--- src/rtl/io_pkg.sv ---
// Shared types and constants for the board input conditioner.
package io_pkg;

  typedef enum logic {
    STABLE,
    SETTLING
  } dbnc_state_t;

  localparam int NUM_SW        = 18;
  localparam int NUM_KEY       = 4;
  localparam int NUM_IN        = NUM_SW + NUM_KEY;
  localparam int KEY_LSB       = 0;
  localparam int SW_LSB        = 4;
  localparam int GPIO_IN_PAD_W = 10;

endpackage

--- src/rtl/debounce_bit.sv ---
// Single-bit debouncer: accepts a new level only after it has been held
// for DEBOUNCE_CYCLES consecutive cycles, pulsing `update` when it does.
module debounce_bit
  import io_pkg::*;
#(
  parameter int DEBOUNCE_CYCLES = 500000,
  parameter int CNT_W           = $clog2(DEBOUNCE_CYCLES)
) (
  input  logic clk,
  input  logic rst,
  input  logic in_sync,
  output logic db,
  output logic update
);

  localparam logic [CNT_W-1:0] LAST = CNT_W'(DEBOUNCE_CYCLES - 1);

  dbnc_state_t      state_q, state_d;
  logic [CNT_W-1:0] cnt_q, cnt_d;
  logic             db_d;
  logic             at_last;

  assign at_last = (cnt_q == LAST);

  always_ff @(posedge clk) begin
    if (rst) begin
      state_q <= STABLE;
      cnt_q   <= '0;
      db      <= 1'b0;
    end else begin
      state_q <= state_d;
      cnt_q   <= cnt_d;
      db      <= db_d;
    end
  end

  always_comb begin
    state_d = state_q;
    cnt_d   = cnt_q;
    db_d    = db;
    case (state_q)
      STABLE: begin
        if (in_sync != db) begin
          state_d = SETTLING;
          cnt_d   = '0;
        end
      end
      SETTLING: begin
        // A bounce back to the accepted level abandons the settle outright.
        if (in_sync == db) begin
          state_d = STABLE;
        end else if (at_last) begin
          db_d    = in_sync;
          state_d = STABLE;
        end else begin
          cnt_d = cnt_q + 1'b1;
        end
      end
      default: state_d = STABLE;
    endcase
  end

  always_comb begin
    update = (state_q == SETTLING) && (in_sync != db) && at_last;
  end

endmodule

--- src/rtl/io_input_conditioner.sv ---
// Synchronises and debounces SW/KEY, builds the GPIO input word, and derives
// press pulses, a read-clear change flag and a debounced CPU reset.
module io_input_conditioner
  import io_pkg::*;
#(
  parameter int DEBOUNCE_CYCLES = 500000,
  parameter int CNT_W           = $clog2(DEBOUNCE_CYCLES)
) (
  input  logic        clk,
  input  logic        rst,
  input  logic [17:0] sw_raw,
  input  logic [3:0]  key_raw_n,
  input  logic        rd_en,
  output logic [31:0] gpio_in,
  output logic [3:0]  key_press,
  output logic        changed,
  output logic        cpu_rst
);

  logic [NUM_IN-1:0]  raw_in;
  logic [NUM_IN-1:0]  sync1;
  logic [NUM_IN-1:0]  sync2;
  logic [NUM_IN-1:0]  db_all;
  logic [NUM_IN-1:0]  update_all;
  logic [NUM_KEY-1:0] key_db;
  logic [NUM_KEY-1:0] key_db_q;
  logic [NUM_SW-1:0]  sw_db;

  // Keys are inverted up front so every bit downstream is active-high.
  assign raw_in = {sw_raw, ~key_raw_n};

  always_ff @(posedge clk) begin
    if (rst) begin
      sync1 <= '0;
      sync2 <= '0;
    end else begin
      sync1 <= raw_in;
      sync2 <= sync1;
    end
  end

  for (genvar i = 0; i < NUM_IN; i++) begin : g_dbnc
    debounce_bit #(
      .DEBOUNCE_CYCLES(DEBOUNCE_CYCLES),
      .CNT_W          (CNT_W)
    ) u_dbnc (
      .clk    (clk),
      .rst    (rst),
      .in_sync(sync2[i]),
      .db     (db_all[i]),
      .update (update_all[i])
    );
  end

  assign key_db = db_all[KEY_LSB +: NUM_KEY];
  assign sw_db  = db_all[SW_LSB +: NUM_SW];

  always_ff @(posedge clk) begin
    if (rst) begin
      key_db_q <= '0;
    end else begin
      key_db_q <= key_db;
    end
  end

  // A fresh update outranks a same-cycle read so no change is ever lost.
  always_ff @(posedge clk) begin
    if (rst) begin
      changed <= 1'b0;
    end else if (|update_all) begin
      changed <= 1'b1;
    end else if (rd_en) begin
      changed <= 1'b0;
    end
  end

  assign gpio_in   = {{GPIO_IN_PAD_W{1'b0}}, sw_db, key_db};
  assign key_press = key_db & ~key_db_q;
  assign cpu_rst   = rst | key_db[0];

endmodule

--- config.mk ---
export PLATFORM = sky130hd
export DESIGN_NAME = io_input_conditioner
export DESIGN_NICKNAME = d
export VERILOG_FILES = /design/src/rtl/io_pkg.sv /design/src/rtl/debounce_bit.sv /design/src/rtl/io_input_conditioner.sv
export SDC_FILE = /design/constraint.sdc
export NUM_CORES = 1
export LEC_CHECK = 0
export CAP_MARGIN = 20
export CORE_ASPECT_RATIO = 0.9
export CORE_UTILIZATION = 50
export CTS_BUF_LIST = sky130_fd_sc_hd__clkbuf_4 sky130_fd_sc_hd__clkbuf_8
export DETAILED_ROUTE_END_ITERATION = 10
export GPL_TIMING_DRIVEN = 0
export PLACE_DENSITY = 0.67
export SETUP_SLACK_MARGIN = 0.02
export SYNTH_ARGS = -nofsm -noshare
export SYNTH_HDL_FRONTEND = slang
export SYNTH_SLANG_ARGS = --single-unit
--- constraint.sdc ---
create_clock -name clk -period 3.45 [get_ports clk]
set_input_delay 0.8625 -clock clk [delete_from_list [all_inputs] [get_ports clk]]
set_output_delay 0.8625 -clock clk [all_outputs]
set_load 0.05 [all_outputs]
; ---- Yosys cells after proc, flatten, opt, wreduce, memory -nomap -nowiden
; Cells that the tools add are included.
; Widths: inputs -> output; s select.
[totals]
elab_cells = 540
register_bits = 511
in_bits = 25
out_inout_bits = 38
[classes]
reduce_logical = 90
eq_ne = 132
n_mux = 178
bitwise_logic = 48
addsub = 22
[ops]
columns = cell, count
row1 = $mux 19, 66
row2 = $pmux 19 s2, 22
row3 = $add 19x1->19 const B, 22
row4 = $eq 19x19->1 const B, 22
row5 = $reduce_and 3->1, 44
row6 = $ne 2x2->1 const B, 44
row7 = $mux 1, 68
row8 = $logic_and 1x1->1, 44
row9 = $ne 2x1->1 const B, 22
row10 = $not 1->1, 44
row11 = $pmux 1 s2, 22
row12 = $eq 1x1->1, 22
row13 = $ne 1x1->1, 22
row14 = $reduce_or 22->1, 1
row15 = $not 4->4, 2
row16 = $and 4x4->4, 1
row17 = $reduce_bool 2->1, 1
row18 = $or 1x1->1, 1

; ---- Depth between registers and ports, before layout
[logic_depth]
ltp_word = 5
mapped_depth = 9
ltp_nobuf = 7

; ---- Cells and area by module
; A second synthesis with hierarchy kept.
[unflattened]
hier_cells = 3427
hier_area_um2 = 27834.2
[by_module_without_submodules]
columns = module, area_per_inst_um2, seq_area_each_um2, n_inst, cells_each
row1 = debounce_bit, 1198.6, 420.4, 22, 150
row2 = io_input_conditioner, 1463.9, 980.9, 1, 127

; ---- Worst setup path before layout
; No wires, ideal clock.
[synth_path]
kind = input port to output port
from = input port rst
to = output port cpu_rst
arrival_ns = 2.002
required_ns = 2.588
path_buffers = 3
stages = 4
slack_ns = 0.585
path_cell_list = clkbuf_1 > clkbuf_1 > clkbuf_1 > or2_2
[synth_via]
elab_chain_cells = 1
[synth_rtl]
columns = item, line
row1 = from (decl), io_input_conditioner.sv:10  ; input logic rst,
row2 = $or 1x1->1, io_input_conditioner.sv:79  ; assign cpu_rst = rst | key_db[0];
row3 = to (decl), io_input_conditioner.sv:17  ; output logic cpu_rst
; Every way passes these cells.

; ---- Worst setup path after layout
; Same ends and word-level chain as after synthesis.

==> out/qor.yml <==
critical_path:
  worst-r2r-setup-slack_ns: 0.75
  crit_path_max_fanout: 10
  arrival_ns: 2.47
  crit_type: "input pin to output pin"
  r2r_cells: 7
  critPathLaunchType: "input pin"
  required_ns: 2.59
  crit_path_end_kind: "output pin"
grt:
  grt_max_degree: 11
  grt.busiest_layer: "met2"
  grt_pass1_vias: 21024
  met2_usage_pct: 41.8
  track_usage_pct: 25.4
  antenna_found_initial: 1
  grt_pass1_wl_um: 105000
  met1_usage_pct: 33.9
  met3_usage_pct: 4.57
  grt-ovfl-total: 0
status:
  status: "finished clean"
routing:
  wl_per_cell_um: 16.6
  drt-initial-drc-count: 1696
  via_count: 22689
  drt_pass1_iterations: 5
  via_per_inst: 5.90
  wirelength_um: 63900
  postRouteAntennaNets: 0
  drc_errors: 0
clock_tree:
  cts_root_buffer: "clkbuf_8"
  numCtsBuffers: 85
  cts_tree: "yes"
  clock_sinks: 511
  cts.clk_slew.worst_paths_ns: 0.06
  clk_latency_ns: 0.67
  clock_path_buffers: 3
  postCtsHoldBufs: 0
  htree_levels: 3
job:
  cap_violations: 0
worst_hold_path:
  hp-class: "register to register"
  hold_depth: 1
floorplanning:
  start_util_pct: 50.9
  fp.coreArea_mm2: 0.0481
  ios: 63
  die_w_um: 235
  rows: 76
  fp.dieH_um: 212
  dieArea_mm2: 0.0499
sta:
  rsz0062_at_grt: "false"
  hold_viol_final: 0
  fin_crit_ns: 3.33
  maxSlewHeadroom_pct: 25.7
  skew_ns: 0.0222
  finalSetupViolCount: 0
  setup_ws_ns: 0.122
  period_share_pct: 96.5
  drv_slew: 0
  whs_ns: 0.430
  worstMarginPinSlew_ns: 1.12
  fmax_mhz: 300
place:
  dpl_worst_slack_ns: -1.04
  portBuffers: 51
  placed_area_mm2: 0.0259
  hpwl_um: 44000
  gp_congestion: 0.915
synth:
  ys_top_cells_by_count: "dfxtp_1 (511), nor2_1 (453), a21oi_1 (238)"
  synth_most_common_cell: "dfxtp_1"
  netlist.area_leader.share_pct: 41.8
  mappedNetlistArea_mm2: 0.0245
  postSynth.asyncResetShare_pct: 0
  synth_area_leaders: "dfxtp_1 (42%), nor2_1 (6.9%), a21oi_1 (4.9%)"
  synth.ff_latch_count: 511
  synth_top_cell_by_area: "dfxtp_1"
  syn_inst: 3013
  synthFlopType: "dfxtp_1"
  synth_edf_count: 0
  yosysUniqueCellTypes: 67
  ys_warn_count: 0
  yosysSeqAreaShare_pct: 41.8
  avgSynthCellArea_um2: 8.13
pwr:
  p_total_mw: 12.2
  p_leak_nw: 9.29
  ir_drop_v: 0.000457
  p_per_area_mw_per_mm2: 439
cells_and_area:
  final_area_mm2: 0.0277
  fin_nets: 3209
  n_fill_cell: 4443
  drive_above_1_share_pct: 7.32
  postLayoutCoreUtil_pct: 57.6
  areaGrowthSynthToFinish_pct: 13.1
  num_antenna_cells: 0
==> cell type report <==
type | instances | area, µm² | area share (%)
multi-input cells | 2308 | 13400 | 48.3
repair buffers | 53 | 547 | 1.97
inverters | 60 | 225 | 0.813
clock inverters | 13 | 165 | 0.596
plain buffers | 143 | 698 | 2.52
clock buffers | 136 | 1670 | 6.03
well taps | 624 | 781 | 2.82
flip-flops and latches | 511 | 10200 | 36.9
==> sequential cells by signal, indices dropped and copies added, names as in the netlist <==
| signal | cells |
|---|---|
| g_dbnc.u_dbnc.state_q | 22 |
| sync1 | 22 |
| sync2 | 22 |
| g_dbnc.u_dbnc.cnt_q | 418 |
| changed | 1 |
| g_dbnc.u_dbnc.db | 22 |
| key_db_q | 4 |
==> stage by stage <==
| step | setup TNS, ns | cells |
|---|---|---|
| 6_report | 0 | 3848 |
| 5_1_grt | 0 | 3848 |
| 4_1_cts | 0 | 3848 |
| 3_5_place_dp | -2.25 | 3699 |
| 3_3_place_gp | -2.21 | 3697 |
| 2_1_floorplan | 0 | 3022 |
==> path summary, 6_finish.rpt <==
check,endpoint,startpoint
hold / removal,sync2[1]$_SDFF_PP0_,sync1[1]$_SDFF_PP0_
setup / recovery,cpu_rst,rst
hold reg to reg,sync2[1]$_SDFF_PP0_,sync1[1]$_SDFF_PP0_
setup reg to reg,g_dbnc[8].u_dbnc.cnt_q[15]$_SDFFE_PP0P_,g_dbnc[8].u_dbnc.cnt_q[6]$_SDFFE_PP0P_
==> placed cells by master, fill, tap and decap left out, types with 60 or more instances in the layout <==
cell,n
clkbuf_1,85
nor2b_1,71
xor2_1,85
nand4_1,93
a21oi_1,238
or3_1,69
o21ai_0,152
and3_1,60
nor2_1,453
nor3_1,103
dfxtp_1,511
nand3_1,144
nand2_1,209
clkbuf_8,104
xnor2_1,92
==> cell families (layout without fill, tap and decap cells) <==
family,count (synthesis),count (layout),synth area share (%)
compound gates,629,629,15.5
xor+xnor,177,177,6.33
fa+ha+maj,22,22,1.12
buf+inv,203,405,3.75
flops,511,511,41.8
mux,19,19,0.776
other cells,1,10,0.0153
simple gates,1451,1451,30.7
==> layer usage <==
layer	share of wire, %	vias up
li1	-	11151
met1	47	10809
met2	46	631
met3	5.6	98
met4	1.9	0
met5	0	-
==> critical path: stages <==
cell and delay, ns:
clkbuf_2 0.26, clkbuf_2 0.33, clkbuf_2 0.41, or2_2 0.22
clkdlybuf4s15_2 0.37
==> power by group <==
group / total [mW] / internal, mW / switching (mW)
clock network: 5.79 / 3.35 / 2.44
logic: 0.428 / 0.108 / 0.320
registers: 5.96 / 5.93 / 0.0207
==> timing repair <==
action,in CTS,in global routing
buffers inserted,0,0
gates resized for setup,6,0
setup endpoints to repair,1,0
No activity file was read; power rests on OpenSTA's default activity.
